### config.mk
export PLATFORM = sky130hd
export DESIGN_NAME = multicycle_main_fsm
export DESIGN_NICKNAME = d
export VERILOG_FILES = /design/src/rtl/fsm_pkg.sv /design/src/rtl/instr_decoder.sv /design/src/rtl/multicycle_main_fsm.sv
export SDC_FILE = /design/constraint.sdc
export NUM_CORES = 1
export LEC_CHECK = 0
export BUFFER_PORTS_ARGS = -buffer_cell sky130_fd_sc_hd__buf_2
export CAP_MARGIN = 10
export CORE_UTILIZATION = 33
export CTS_BUF_LIST = sky130_fd_sc_hd__clkbuf_4
export CTS_CLUSTER_DIAMETER = 60
export DETAILED_ROUTE_END_ITERATION = 8
export PLACE_DENSITY = 0.51
export SYNTH_ARGS = -nofsm -noshare
export SYNTH_HDL_FRONTEND = slang
export SYNTH_SLANG_ARGS = --single-unit
### constraint.sdc
create_clock -name clk -period 2.4 [get_ports clk]
set_input_delay 0.12 -clock clk [delete_from_list [all_inputs] [get_ports clk]]
set_output_delay 0.12 -clock clk [all_outputs]
set_load 0.03 [all_outputs]
### src/rtl/fsm_pkg.sv
// Shared types and encodings for the multicycle RV32I main control FSM.
// Holds the state enum, opcode/immediate/mux encodings and the per-state control word decode.
package fsm_pkg;

  typedef enum logic [3:0] {
    FETCH    = 4'd0,
    DECODE   = 4'd1,
    MEMADR   = 4'd2,
    MEMREAD  = 4'd3,
    MEMWB    = 4'd4,
    MEMWRITE = 4'd5,
    EXECUTER = 4'd6,
    EXECUTEI = 4'd7,
    ALUWB    = 4'd8,
    BEQ      = 4'd9,
    JAL      = 4'd10,
    TRAP     = 4'd11
  } state_t;

  localparam logic [6:0] OP_LW  = 7'b0000011;
  localparam logic [6:0] OP_SW  = 7'b0100011;
  localparam logic [6:0] OP_R   = 7'b0110011;
  localparam logic [6:0] OP_I   = 7'b0010011;
  localparam logic [6:0] OP_BEQ = 7'b1100011;
  localparam logic [6:0] OP_JAL = 7'b1101111;

  localparam logic [2:0] IMM_I = 3'b000;
  localparam logic [2:0] IMM_S = 3'b001;
  localparam logic [2:0] IMM_B = 3'b010;
  localparam logic [2:0] IMM_J = 3'b011;

  localparam logic [1:0] RES_ALUOUT    = 2'b00;
  localparam logic [1:0] RES_DATA      = 2'b01;
  localparam logic [1:0] RES_ALURESULT = 2'b10;

  localparam logic [1:0] SRCA_PC    = 2'b00;
  localparam logic [1:0] SRCA_OLDPC = 2'b01;
  localparam logic [1:0] SRCA_RS1   = 2'b10;

  localparam logic [1:0] SRCB_RS2  = 2'b00;
  localparam logic [1:0] SRCB_IMM  = 2'b01;
  localparam logic [1:0] SRCB_FOUR = 2'b10;

  localparam logic [1:0] ALUOP_ADD   = 2'b00;
  localparam logic [1:0] ALUOP_SUB   = 2'b01;
  localparam logic [1:0] ALUOP_FUNCT = 2'b10;

  // fetch/jal_pc mark the states whose pcupdate/irwrite are qualified outside the register.
  typedef struct packed {
    logic       mem_req;
    logic       fetch;
    logic       jal_pc;
    logic       branch;
    logic       adrsrc;
    logic       memwrite;
    logic       regwrite;
    logic       trap;
    logic [1:0] resultsrc;
    logic [1:0] alusrca;
    logic [1:0] alusrcb;
    logic [1:0] aluop;
  } ctrl_t;

  function automatic ctrl_t ctrl_for(input state_t s);
    ctrl_t c;
    c = '0;
    case (s)
      FETCH: begin
        c.mem_req   = 1'b1;
        c.fetch     = 1'b1;
        c.alusrca   = SRCA_PC;
        c.alusrcb   = SRCB_FOUR;
        c.aluop     = ALUOP_ADD;
        c.resultsrc = RES_ALURESULT;
      end
      DECODE: begin
        c.alusrca = SRCA_OLDPC;
        c.alusrcb = SRCB_IMM;
        c.aluop   = ALUOP_ADD;
      end
      MEMADR: begin
        c.alusrca = SRCA_RS1;
        c.alusrcb = SRCB_IMM;
      end
      MEMREAD: begin
        c.mem_req = 1'b1;
        c.adrsrc  = 1'b1;
      end
      MEMWB: begin
        c.resultsrc = RES_DATA;
        c.regwrite  = 1'b1;
      end
      MEMWRITE: begin
        c.mem_req  = 1'b1;
        c.adrsrc   = 1'b1;
        c.memwrite = 1'b1;
      end
      EXECUTER: begin
        c.alusrca = SRCA_RS1;
        c.alusrcb = SRCB_RS2;
        c.aluop   = ALUOP_FUNCT;
      end
      EXECUTEI: begin
        c.alusrca = SRCA_RS1;
        c.alusrcb = SRCB_IMM;
        c.aluop   = ALUOP_FUNCT;
      end
      JAL: begin
        c.alusrca = SRCA_OLDPC;
        c.alusrcb = SRCB_FOUR;
        c.jal_pc  = 1'b1;
      end
      ALUWB: begin
        c.resultsrc = RES_ALUOUT;
        c.regwrite  = 1'b1;
      end
      BEQ: begin
        c.alusrca = SRCA_RS1;
        c.alusrcb = SRCB_RS2;
        c.aluop   = ALUOP_SUB;
        c.branch  = 1'b1;
      end
      TRAP: begin
        c.trap = 1'b1;
      end
      default: c = '0;
    endcase
    return c;
  endfunction

endpackage

### src/rtl/instr_decoder.sv
// Opcode-driven decode: immediate format select and the state that follows DECODE.
module instr_decoder
  import fsm_pkg::*;
(
  input  logic [6:0] op,
  output logic [2:0] immsrc,
  output state_t     decode_next
);

  always_comb begin
    immsrc = IMM_I;
    case (op)
      OP_SW:   immsrc = IMM_S;
      OP_BEQ:  immsrc = IMM_B;
      OP_JAL:  immsrc = IMM_J;
      default: immsrc = IMM_I;
    endcase
  end

  // Anything not in the supported RV32I subset is trapped.
  always_comb begin
    decode_next = TRAP;
    case (op)
      OP_LW, OP_SW: decode_next = MEMADR;
      OP_R:         decode_next = EXECUTER;
      OP_I:         decode_next = EXECUTEI;
      OP_BEQ:       decode_next = BEQ;
      OP_JAL:       decode_next = JAL;
      default:      decode_next = TRAP;
    endcase
  end

endmodule

### src/rtl/multicycle_main_fsm.sv
// Moore main control FSM for the multicycle RV32I core with memory handshake,
// illegal-opcode trapping and a retired-instruction counter.
module multicycle_main_fsm
  import fsm_pkg::*;
#(
  parameter int HANDSHAKE   = 1,
  parameter int TRAP_STICKY = 1,
  parameter int CNT_W       = 32
) (
  input  logic             clk,
  input  logic             rst,
  input  logic [6:0]       op,
  input  logic             mem_ready,
  output logic             mem_req,
  output logic             pcupdate,
  output logic             branch,
  output logic             irwrite,
  output logic             adrsrc,
  output logic             memwrite,
  output logic             regwrite,
  output logic [1:0]       resultsrc,
  output logic [1:0]       alusrca,
  output logic [1:0]       alusrcb,
  output logic [1:0]       aluop,
  output logic [2:0]       immsrc,
  output logic             trap,
  output logic [CNT_W-1:0] instret
);

  state_t           state_reg;
  state_t           state_next;
  state_t           decode_next;
  ctrl_t            ctrl_reg;
  logic [CNT_W-1:0] instret_reg;
  logic             ready_eff;
  logic             retire;

  assign ready_eff = (HANDSHAKE != 0) ? mem_ready : 1'b1;

  instr_decoder u_dec (
    .op          (op),
    .immsrc      (immsrc),
    .decode_next (decode_next)
  );

  always_comb begin
    state_next = state_reg;
    case (state_reg)
      FETCH:    state_next = ready_eff ? DECODE : FETCH;
      DECODE:   state_next = decode_next;
      MEMADR:   state_next = (op == OP_LW) ? MEMREAD : MEMWRITE;
      MEMREAD:  state_next = ready_eff ? MEMWB : MEMREAD;
      MEMWB:    state_next = FETCH;
      MEMWRITE: state_next = ready_eff ? FETCH : MEMWRITE;
      EXECUTER: state_next = ALUWB;
      EXECUTEI: state_next = ALUWB;
      JAL:      state_next = ALUWB;
      ALUWB:    state_next = FETCH;
      BEQ:      state_next = FETCH;
      TRAP:     state_next = (TRAP_STICKY != 0) ? TRAP : FETCH;
      default:  state_next = FETCH;
    endcase
  end

  assign retire = (state_reg == MEMWB) || (state_reg == ALUWB) || (state_reg == BEQ) ||
                  ((state_reg == MEMWRITE) && ready_eff);

  // Control word is registered from the next state so it is valid from the first cycle of each state.
  always_ff @(posedge clk or negedge rst) begin
    if (!rst) begin
      state_reg   <= FETCH;
      ctrl_reg    <= ctrl_for(FETCH);
      instret_reg <= '0;
    end else begin
      state_reg <= state_next;
      ctrl_reg  <= ctrl_for(state_next);
      if (retire) begin
        instret_reg <= instret_reg + CNT_W'(1);
      end
    end
  end

  // The FETCH control word doubles as the reset word, so the strobes it carries are masked by rst.
  assign mem_req   = ctrl_reg.mem_req & rst;
  assign irwrite   = ctrl_reg.fetch & ready_eff & rst;
  assign pcupdate  = ((ctrl_reg.fetch & ready_eff) | ctrl_reg.jal_pc) & rst;
  assign branch    = ctrl_reg.branch;
  assign adrsrc    = ctrl_reg.adrsrc;
  assign memwrite  = ctrl_reg.memwrite;
  assign regwrite  = ctrl_reg.regwrite;
  assign trap      = ctrl_reg.trap;
  assign resultsrc = ctrl_reg.resultsrc;
  assign alusrca   = ctrl_reg.alusrca;
  assign alusrcb   = ctrl_reg.alusrcb;
  assign aluop     = ctrl_reg.aluop;
  assign instret   = instret_reg;

endmodule

Yosys cells after proc, flatten, opt, wreduce, memory -nomap -nowiden
Index checks and enable logic that the tools add are counted.
W data, S select, Z words.

word-level totals
  register bits after elaboration = 52
  input bits = 10
  output and inout bits = 51
  word-level logic and storage cells = 80

cells by class
  add/subtract/negate cells = 1
  eq/ne operators = 28
  mux-type cells = 18
  bitwise operators = 5
  reductions and logical operators = 14

operators by type and width
  kind                     count
  $pmux W4 S5              2
  $add A32 B1 Y32 const B  1
  $eq A4 B3 Y1 const B     8
  $eq A4 B4 Y1 const B     8
  $pmux W4 S7              1
  $eq A4 B2 Y1 const B     4
  $eq A7 B6 Y1 const B     2
  $eq A7 B7 Y1 const B     2
  $reduce_or A2 Y1         6
  $mux W1                  9
  $mux W3                  3
  $eq A4 B1 Y1 const B     2
  $logic_not A4 Y1         2
  $pmux W2 S2              2
  $eq A7 B2 Y1 const B     1
  $eq A7 B5 Y1 const B     1
  $pmux W2 S3              1
  $reduce_or A3 Y1         2
  $and A1 B1 Y1            4
  $logic_or A1 B1 Y1       3
  $logic_and A1 B1 Y1      1
  $or A1 B1 Y1             1

Logic depth before layout (Yosys ltp)
Gate-level depths: netlist (run 1).

  word-level depth = 7
  depth in mapped cells = 8
  mapped depth without buffers = 7

Cells and area by module
Synthesis (run 1) repeated with hierarchy kept, for this count alone.

second synthesis, totals
  cells, all modules = 233
  area total of the unflattened synthesis = 2,503.7 um^2

modules (own cells, without submodules)
  module               times used  cells each  area each (um^2)  seq. area each (um^2)
  multicycle_main_fsm  1           218         2,402.3           1,280.0
  instr_decoder        1           15          101.3             0.0

Worst setup path before layout (run 1)
No wires, ideal clock.

  kind = register to register
  from = register instret_reg[6] (netlist: instret[6])
  to = register instret_reg[31] (netlist: instret[31])
  library setup time = 0.133 ns
  data arrival time = 1.953 ns
  path slack = 0.315 ns
  cell stages (with the launch flop) = 7
  path buffers = 0
  period minus slack after synthesis = 2.085 ns
  cell sequence = dfrtp_1 -> and3_1 -> nand3_1 -> or3_4 -> nor4_4 -> nand4_1 -> xnor2_1

between the ends
  cells in the longest elaborated chain, start to end = 1

RTL lines
  element                 line                       source
  from (decl)             multicycle_main_fsm.sv:34  logic [CNT_W-1:0] instret_reg;
  from (signal assigned)  multicycle_main_fsm.sv:78  instret_reg <= instret_reg + CNT_W'(1);
  $add A32 B1 Y32         multicycle_main_fsm.sv:78

No other way between the ends.
A chain may end at the register's enable or synchronous reset.

Worst setup path in the final report (run 1)
  from = register state_reg[3]
  to = register instret_reg[31] (netlist: instret[31])

between the ends
  cells in the longest elaborated chain, start to end = 4
  elaborated cells on any way between the ends = 8
  those cells by class = eq/ne (4); reduce/logical (4)

RTL lines
  element                                              line                       source
  from (decl)                                          multicycle_main_fsm.sv:30  state_t state_reg;
  from (signal assigned)                               multicycle_main_fsm.sv:75  state_reg <= state_next;
  $eq A4 B3 Y1 / $eq A4 B4 Y1 (equally long branches)  multicycle_main_fsm.sv:65  assign retire = (state_reg == MEMWB) || (state_reg == ALUWB) || (state_reg == BEQ) ||
  $logic_or A1 B1 Y1 (2 in a row)                      multicycle_main_fsm.sv:65
  $logic_or A1 B1 Y1 (*)                               multicycle_main_fsm.sv:65

Every way passes the cells marked *; elsewhere a longest branch is shown, timed or not.

==> metrics.txt, run 1 <==
Hold-fix buffers, CTS 1; setup repair bufs after CTS 0; final period utilization 0.8994; first-pass GRT wire length 8093 um; worst min-delay path startpoint op[4]; FF-to-FF path depth 6; number of nets in the layout approximately 300; commonest non-fill, non-tap cells in the layout 59 x buf_2, 48 x dfrtp_1, 21 x nand2_1, 21 x xnor2_1, 18 x nor2_1; drt initial violations 92; Worst Hold Endpoint aluop[1]; final-report hold violation count 0; drt wl/cell around 13 um; H-tree levels 2; FF-to-FF End instret[31]; GRT Total Usage 0.1387; FF+latch count, synth between 50 and 60; Final TNS setup 0 ns; DP Wirelength roughly 3700 um; later-pin clock latency in the skew report about 0.36 ns; largest net degree at the start of global routing 41; pre-CTS setup slack roughly 0.26 ns; Hold Crit Depth 2; commonest non-fill, non-tap cell in the layout buf_2; Clock Skew 0.01048 ns; num ports 61; drt drc 0; Core Area roughly 7000 sq um; RSZ-0062 raised after global routing no; TritonCTS clock tree built; WS Path Type reg2reg; Mapped Area roughly 2400 sq um; Total Wirelength slightly below 5000 um; root buf cell clkbuf_4; Pre-Repair DR Iteration Count 4; Final Core Density 0.4095; post-synth top area cell dfrtp_1; area growth from synthesis to layout 17.30%; # port buffers slightly below 60; ys async rst share 1.000; fmax about 460 MHz; WP data required ~2.7 ns; n_diodes 0; CP Max Fanout 8; antenna violations before repair 0; Startpoint Class register; Die Y-Extent around 88 um; Syn. warnings 0; Initial Utilization 0.3491; gr ovfl total 0; status finished clean; vias 1,800; # resized after CTS 0; max FFs per register 32; CTS max path bufs 2; Synth area leaders dfrtp_1 49%, xnor2_1 7.5%, xor2_1 4.7%; # rows 30; Max-Cap Viols 0; # clock sinks around 50; Final Worst Setup Slack roughly 0.24 ns; die outline width ~88 um; Clock Pin Slew Worst Setup and Hold Paths around 0.14 ns; FF-to-FF Start state_reg[3]; HP Class in2reg; Routability Congestion around 0.79; Synth top area share 0.4928; syn nets 240; Vias/cell 4.700; CP endpoint kind register; post-synth cell types 45; Worst R2R Setup Slack ~0.24 ns; Lkg Pwr roughly 1.3 nW; Main synth FF type dfrtp_1; Seq/Total Area, Yosys 0.5252; EDFF count, synth 0; layout cells sized above 1 0.2927; CTS buffer count 5; vias in the first global route between 1.5k and 2k; Final min period approximately 2.2 ns; final setup fails 0; max-slew violation count 0; Mapped Avg Cell Area 10.64 sq um; Max VDD drop approximately 0.50 mV; die area 7733 sq um; Post-DRT Antenna Nets 0; worst endpoint data arrival time about 2.4 ns; Power per Cell Area 1010 nW/um^2; Mapped Cells roughly 230
==> critical path, stage by stage (launching register included) <==
cell,delay [ns]
dfrtp_1,0.51
nand2b_1,0.10
a21boi_1,0.17
or3_4,0.44
nor4_4,0.50
nand4_1,0.18
xnor2_1,0.15
==> metrics by stage <==
stage	instances	instance area, sq um	hold slack, ns	power, mW
2_1_floorplan	229	2437	-0.1756	2.208
3_3_place_gp	374	2791	0.03400	2.510
3_5_place_dp	374	2791	0.03125	2.511
4_1_cts	383	2859	0.05628	2.922
5_1_grt	383	2859	0.04884	3.113
6_report	383	2859	0.07543	2.887
==> layout make-up <==
cell class                      instances  area [sq um]
Clock buffer                            7         52.55
Clock inverter                          1         5.005
Fill cell                             701          4123
Inverter                                2         7.507
Multi-Input combinational cell        163          1066
Sequential cell                        51          1280
Tap cell                               96         120.1
Timing Repair Buffer                   63         327.8
==> routing by layer <==
layer  wire (um)  vias up  GRT usage
met5           0        -          0
met4          69        0    0.04471
met3         207        6    0.03676
met2        2168       43     0.1966
met1        2524      858     0.2045
li1            -      893          -
==> synth_stat cells (2+ instances only) <==
| cell type | n |
|---|---|
| xnor2_1 | 21 |
| clkbuf_1 | 3 |
| nor3b_1 | 4 |
| and3_1 | 8 |
| or2_2 | 3 |
| and4_1 | 3 |
| nor3_1 | 5 |
| o21ai_0 | 3 |
| nor2_1 | 18 |
| o31ai_1 | 4 |
| nand4_1 | 6 |
| buf_4 | 9 |
| nor2b_1 | 5 |
| dfstp_2 | 3 |
| and3b_1 | 3 |
| and2_1 | 2 |
| nand2b_1 | 3 |
| nand2_1 | 21 |
| xor2_1 | 13 |
| nand3_1 | 17 |
| a21oi_1 | 4 |
| dfrtp_1 | 48 |
==> worst max path at each step <==
stage	startpoint	endpoint	slack, ns
final	state_reg[3]	instret[31]	0.24
after global routing	state_reg[3]	instret[25]	0.04
after CTS	state_reg[3]	instret[31]	0.22
after detailed placement	state_reg[3]	instret[31]	0.26
after floorplan	instret[6]	instret[31]	0.31
after global placement	state_reg[3]	instret[31]	0.27
==> cells by family after synthesis <==
group | share of synthesized area
muxes | 0.008727
xor gates and xnor gates | 0.1222
and+or+nand+nor | 0.2485
other | 0.001539
buffers and inverters | 0.03747
AOI/OAI and AO/OA | 0.05133
adders and majority gates | 0.005133
DFF | 0.5252
==> power by group <==
part	internal (mW)	switching (mW)	total [mW]	leakage [nW]
sequential	1.06	0.169	1.23	0.640
clock	0.137	0.257	0.394	0.0361
combinational	0.431	0.829	1.26	0.671
(Power assumes the default switching activity.)
==> run 2: changes to the inputs <==
--- a/config.mk
+++ b/config.mk
@@ -5,13 +5,13 @@
 export SDC_FILE = /design/constraint.sdc
 export NUM_CORES = 1
 export LEC_CHECK = 0
-export BUFFER_PORTS_ARGS = -buffer_cell sky130_fd_sc_hd__buf_2
 export CAP_MARGIN = 10
 export CORE_UTILIZATION = 33
 export CTS_BUF_LIST = sky130_fd_sc_hd__clkbuf_4
 export CTS_CLUSTER_DIAMETER = 60
 export DETAILED_ROUTE_END_ITERATION = 8
-export PLACE_DENSITY = 0.51
+export DONT_BUFFER_PORTS = 1
+export PLACE_DENSITY = 0.44
 export SYNTH_ARGS = -nofsm -noshare
 export SYNTH_HDL_FRONTEND = slang
 export SYNTH_SLANG_ARGS = --single-unit
==> run 2 against run 1 <==
Against the previous run:
- largest cell class unchanged
- utilization is 1.8 points lower
- final cell count is 11% lower
- setup slack worse by 0.0090 ns
- design area fell by 4.5%
- combinational power decreased by 18%
- critical path depth fell by 1
- count of clock-buffer cells in the layout is 2 lower
- register-to-register slack about the same
- routed wire length up 1.8%
- fmax is 0.42% lower
- first-iteration DRC count fell by 38%
- critical path type unchanged
- sequential power increased by 14%
==> metrics.txt, run 2 (synthesis results as in run 1) <==
Relative slew margins 0.5744; max-slew violation count 0 (unchanged); status finished clean; H-tree levels 2 (unchanged); register share of total power 0.481 (+0.054); fin area 2730 sq um (-4.5%); CTS max path bufs 2 (unchanged); HP Class in2reg; Fillers 728 (+3.9%); combinational share of power 0.354 (-0.083); num ports 61 (unchanged); GRT Total Usage 0.1426 (+0.003871); max FFs per register 32 (unchanged); largest net degree at the start of global routing 52 (+27%); final period utilization 0.9032 (+0.003752); die outline width 87.94 um (unchanged); Critical Path Start state_reg[1]; Clock Pin Slew Worst Setup and Hold Paths 0.15 ns (about the same); CP endpoint kind register; fmax 461.3 MHz (-0.42%); RSZ-0062 raised after global routing no; worst endpoint data arrival time 2.43 ns (about the same); n_diodes 0 (unchanged); hold slack 0.02330 ns (-0.05213 ns); # resized after CTS 0 (unchanged); die area 7733 sq um (unchanged); Pre-Repair DR Iteration Count 4 (unchanged); area post-placement 2586 sq um (-7.4%); worst min-delay path startpoint op[5]; commonest non-fill, non-tap cell in the layout dfrtp_1; Vias/cell 4.912 (+4.5%); switching share of total power 0.4239 (-0.01070); CP Max Fanout 11 (+3); vias in the first global route 1,657 (+1.5%); clock power share 0.165 (+0.029); placed cells 327 (-13%); Routability Congestion 0.7227 (-8.3%); setup repair bufs after CTS 0 (unchanged); WP data required 2.66 ns (about the same); vias 1,670 (-7.2%); internal power 1.678 mW (+2.8%); TritonCTS clock tree built; drt wl/cell 14.87 um (+15%); Post-DRT Antenna Nets 0 (unchanged); drt initial violations 57 (-38%); CTS buffer count 5 (unchanged); Sw Pwr 1.234 mW (-1.6%); final-report hold violation count 0 (unchanged); Core Area 6982 sq um (unchanged); Final Core Density 0.3910 (-0.01846); Total Wirelength 5057 um (+1.8%); Final min period 2.168 ns (+0.009005 ns); Clock Skew 0.005385 ns (-0.005094 ns); Startpoint Class register; root buf cell clkbuf_4; commonest non-fill, non-tap cells in the layout 48 x dfrtp_1, 21 x nand2_1, 21 x xnor2_1, 18 x nor2_1, 17 x nand3_1; Max-Cap Viols 0 (unchanged); final setup fails 0 (unchanged); DP Wirelength 3502 um (-4.4%); drt drc 0 (unchanged); Lkg Pwr 1.161 nW (-14%); final non-filler cell total 340 (-11%); WS Path Type reg2reg; # port buffers 0 (-100%); Initial Utilization 0.3491 (unchanged); # clock sinks 51 (unchanged); Worst-Margin Slew between 0.6 and 0.7 ns; FF-to-FF Start state_reg[1]; gr ovfl total 0 (unchanged); number of nets in the layout 254 (-14%); # rows 30 (unchanged); antenna violations before repair 0 (unchanged); later-pin clock latency in the skew report 0.36 ns (about the same); Max VDD drop 0.7146 mV (+43%); Final TNS setup 0 ns (unchanged); Die Y-Extent 87.94 um (unchanged); layout cells sized above 1 0.1516 (-0.1410); Power per Cell Area 1067 nW/um^2 (+5.6%); area growth from synthesis to layout 12.01%; first-pass GRT wire length 8273 um (+2.2%)
run 2: changes by cell type in the layout (fill, tap and decap cells not counted), sizes merged:
cell and change:
buf -46, bufinv +1, clkbuf -2, clkinv +1
dlygate4sd3 +3
run 2: worst paths after layout:
kind                                end  slack, ns  cells after the start
max in group asynchronous  ctrl_reg[15]       1.86                      2
min in group asynchronous   instret[22]       0.25                      2
min reg2reg                 instret[10]       0.64                      2
min                        state_reg[2]       0.02                      2
max                          alusrca[1]       0.23                      5
max reg2reg                  alusrca[1]       0.23                      5
run 2: power by group through the flow:
stage | combinational [mW] | clock (mW) | sequential (mW)
3_5_place_dp | 1.00 | 0 | 1.41
5_1_grt | 1.17 | 0.539 | 1.43
6_report | 1.03 | 0.481 | 1.40
4_1_cts | 1.05 | 0.507 | 1.40
3_3_place_gp | 1.00 | 0 | 1.42
2_1_floorplan | 0.819 | 0 | 1.39
run 2: area by class of cell:
| class | instances | area, sq um | share of cell area |
|---|---|---|---|
| clock inverters | 3 | 38.79 | 0.01421 |
| inverters | 2 | 7.507 | 0.002750 |
| multi-input cells | 163 | 1066 | 0.3905 |
| repair buffers | 20 | 180.2 | 0.06599 |
| well taps | 96 | 120.1 | 0.04400 |
| flip-flops and latches | 51 | 1280 | 0.4688 |
| clock buffers | 5 | 37.54 | 0.01375 |
run 2: what timing repair did:
item,4_1_cts,5_1_grt
endpoints found under the setup margin,0,6
hold endpoints to repair,54,0
hold buffers,5,0
run 2: worst max-delay path: stages (launching register included):
cell     delay (ns)
dfrtp_1        0.59
nor4b_1        0.54
a31oi_1        0.19
nand2_1        0.31
nor3b_1        0.11
a311o_1        0.33
run 2: stage by stage:
stage / power, mW / setup slack (ns)
6_report: 2.912 / 0.2324
5_1_grt: 3.136 / 0.01742
4_1_cts: 2.960 / 0.08928
3_5_place_dp: 2.415 / 0.1201
3_3_place_gp: 2.423 / 0.1546
2_1_floorplan: 2.208 / 0.3146
run 2: routing by layer:
metal  GRT usage  vias to the layer above  part of all wire
li1            -                      804                 -
met1      0.1897                      804              0.48
met2      0.2178                       53              0.43
met3     0.05278                        9             0.078
met4     0.04024                        0             0.010
met5           0                        -                 0
==> run 3: changes to the inputs <==
--- a/config.mk
+++ b/config.mk
@@ -6,12 +6,15 @@
 export NUM_CORES = 1
 export LEC_CHECK = 0
 export CAP_MARGIN = 10
+export CELL_PAD_IN_SITES_DETAIL_PLACEMENT = 1
+export CELL_PAD_IN_SITES_GLOBAL_PLACEMENT = 2
 export CORE_UTILIZATION = 33
 export CTS_BUF_LIST = sky130_fd_sc_hd__clkbuf_4
 export CTS_CLUSTER_DIAMETER = 60
 export DETAILED_ROUTE_END_ITERATION = 8
 export DONT_BUFFER_PORTS = 1
-export PLACE_DENSITY = 0.44
+export PLACE_DENSITY = 0.65
 export SYNTH_ARGS = -nofsm -noshare
 export SYNTH_HDL_FRONTEND = slang
+export SYNTH_HIERARCHICAL = 1
 export SYNTH_SLANG_ARGS = --single-unit
==> run 3 against run 2 <==
Against the previous run:
- flip-flop and latch count unchanged
- combinational power up 9%
- sequential power shrank 5%
- first-iteration DRC count rose by 1.8%
- final cell count increased by 0.29%
- clock power rose by 7.7%
- register-to-register slack better by 0.23 ns
- utilization shrank 1.4 points
- critical path depth unchanged
- routed wire length rose by 10%
==> metrics.txt, run 3 <==
Post-DRT Antenna Nets 0 (unchanged); Max-Cap Viols 0 (unchanged); # resized after CTS 0 (unchanged); drt wl/cell 16.36 um (+10%); register share of total power 0.447 (-0.034); Final Worst Setup Slack 0.4601 ns (+0.2277 ns); Mapped Area 2504 sq um (+2.7%); Final TNS setup 0 ns (unchanged); n_diodes 0 (unchanged); internal power 1.674 mW (-0.24%); Sw Pwr 1.292 mW (+4.6%); Clock Skew 0.008948 ns (+0.003563 ns); Initial Utilization 0.3433 (-0.005762); Total Wirelength 5579 um (+10%); max-slew violation count 0 (unchanged); Max VDD drop 0.4405 mV (-38%); Routability Congestion 0.7302 (+1.0%); DP Wirelength 3958 um (+13%); placed cells 331 (+1.2%); # clock sinks 51 (unchanged); gr ovfl total 0 (unchanged); WS Path Type reg2reg; CTS buffer count 5 (unchanged); Final min period 1.940 ns (-0.2277 ns); largest net degree at the start of global routing 52 (unchanged); drt initial violations 58 (+1.8%); first-pass GRT wire length 8749 um (+5.8%); RSZ-0062 raised after global routing no; Top delay family on crit path simple AND/OR/NAND/NOR gates; CP peak stage delay 0.63 ns (+0.04 ns); die area 7939 sq um (+2.7%); Worst-Margin Slew 0.6330 ns (-0.004019 ns); Buffers & Inverters on Critical Path 0 (unchanged); vias 1,729 (+3.5%); Lkg Pwr 1.218 nW (+4.9%); crit-path cells nand4_1, nor4_4, nand3b_2, nor3_2, xor2_1; num ports 61 (unchanged); # port buffers 0 (unchanged); clock power share 0.175 (+0.010); switching share of total power 0.4356 (+0.01171); commonest non-fill, non-tap cell in the layout dfrtp_1; Mapped Cells 233 (+1.7%); setup repair bufs after CTS 0 (unchanged); area growth from synthesis to layout 9.695%; final-report hold violation count 0 (unchanged); CTS max path bufs 2 (unchanged); EDFF count, synth 0 (unchanged); vias in the first global route 1,725 (+4.1%); Hold-fix buffers, CTS 2 (-3); HP Class in2reg; # rows 31 (+3.3%); Fillers 846 (+16%); Main synth FF type dfrtp_1; antenna violations before repair 0 (unchanged); number of nets in the layout 252 (-0.79%); Post-synth top cells 48 x dfrtp_1, 21 x nand2_1, 20 x xnor2_1, 16 x nand3_1, 16 x nor2_1; Synth area leaders dfrtp_1 48%, xnor2_1 7.0%, xor2_1 4.5%; drt drc 0 (unchanged); final period utilization 0.8083 (-0.09486); Pre-Repair DR Iteration Count 4 (unchanged); Core Area 7292 sq um (+4.4%); fmax 515.5 MHz (+12%); Synth top area share 0.4798 (-0.01305); status finished clean; Startpoint Class register; syn nets 244 (+1.7%); FF+latch count, synth 51 (unchanged); H-tree levels 2 (unchanged); commonest non-fill, non-tap cells in the layout 48 x dfrtp_1, 21 x nand2_1, 20 x xnor2_1, 16 x nor2_1, 16 x nand3_1; worst endpoint data arrival time 2.24 ns (-0.19 ns); pre-CTS setup slack 0.4299 ns (+0.3097 ns); GRT Total Usage 0.1460 (+0.003393); post-synth cell types 45 (unchanged); root buf cell clkbuf_4; Syn. warnings 6 (+6); Seq/Total Area, Yosys 0.5112 (-0.01391); post-synth top area cell dfrtp_1; final non-filler cell total 341 (+0.29%); CP endpoint kind register; Mapped Avg Cell Area 10.75 sq um (+0.96%); Clock Pin Slew Worst Setup and Hold Paths 0.16 ns (about the same); WP data required 2.70 ns (+0.04 ns); Power per Cell Area 1080 nW/um^2 (+1.2%); CP Max Fanout 6 (-5); final setup fails 0 (unchanged); most common cell in the netlist dfrtp_1; later-pin clock latency in the skew report 0.37 ns (about the same); combinational share of power 0.378 (+0.024); Relative slew margins 0.5771 (+0.002685); die outline width 89.10 um (+1.3%); TritonCTS clock tree built; critical path's slowest cell dfrtp_1; total power 2.965 mW (+1.8%); layout cells sized above 1 0.1653 (+0.01365); max FFs per register 32 (unchanged); Die Y-Extent 89.10 um (+1.3%); ys async rst share 1.000 (unchanged); Vias/cell 5.070 (+3.2%)
-- run 3: power groups by stage --
stage / Sequential (mW) / Clock (mW) / Combinational [mW]
detailed placement: 1.35 / 0 / 1.11
CTS: 1.33 / 0.538 / 1.14
floorplan: 1.29 / 0 / 0.904
global placement: 1.35 / 0 / 1.11
finish: 1.33 / 0.518 / 1.12
global route: 1.35 / 0.569 / 1.24
-- run 3: metrics by stage --
stage	cell area, sq um	utilization	hold slack [ns]
global route	2746	0.3766	0.2406
CTS	2746	0.3766	0.2055
detailed placement	2625	0.3600	-0.1742
global placement	2625	0.3600	-0.1744
finish	2746	0.3766	0.2156
floorplan	2504	-	-0.1756
-- run 3: final cells by class --
cell class,instances,area (sq um),share of cell area
clock buffers,5,37.54,0.01367
flip-flops and latches,51,1280,0.4661
well taps,99,123.9,0.04510
inverters,5,18.77,0.006834
multi-input cells,166,1127,0.4105
repair buffers,12,112.6,0.04100
clock inverters,3,46.29,0.01686
-- run 3: worst paths after layout --
kind | depth (start not counted) | to | slack [ns] | start
worst max-delay path | 5 | instret[26] | 0.46 | instret[12]
worst min-delay path | 4 | instret[2] | 0.22 | mem_ready
worst max register to register | 5 | instret[26] | 0.46 | instret[12]
worst min register to register | 2 | instret[3] | 0.65 | instret[3]
max in group asynchronous | 2 | alusrcb[1] | 1.85 | rst
min in group asynchronous | 2 | instret[2] | 0.28 | rst
-- run 3: logic make-up after synthesis --
kind of cell	count (synthesis)	synth area share
AO/OA/AOI/OAI	21	0.06946
XOR/XNOR	33	0.1154
adder cells (fa/ha/maj)	1	0.004997
buffers and inverters	16	0.03848
flip-flops	51	0.5112
multiplexers	2	0.008496
other	1	0.001498
AND/OR/NAND/NOR	108	0.2504
-- run 3: layer usage --
layer  part of all wire  track usage  vias up
met1               0.45       0.1858      862
met5                  0            0        -
li1                   -            -      827
met2               0.49       0.2415       38
met3              0.046      0.04432        2
met4             0.0065      0.03896        0
-- run 3: tightest hold or removal path, cell delays in order --
cell	delay, ns
nor2b_1	0.13
o21ai_1	0.15
nand2_1	0.10
xnor2_1	0.06
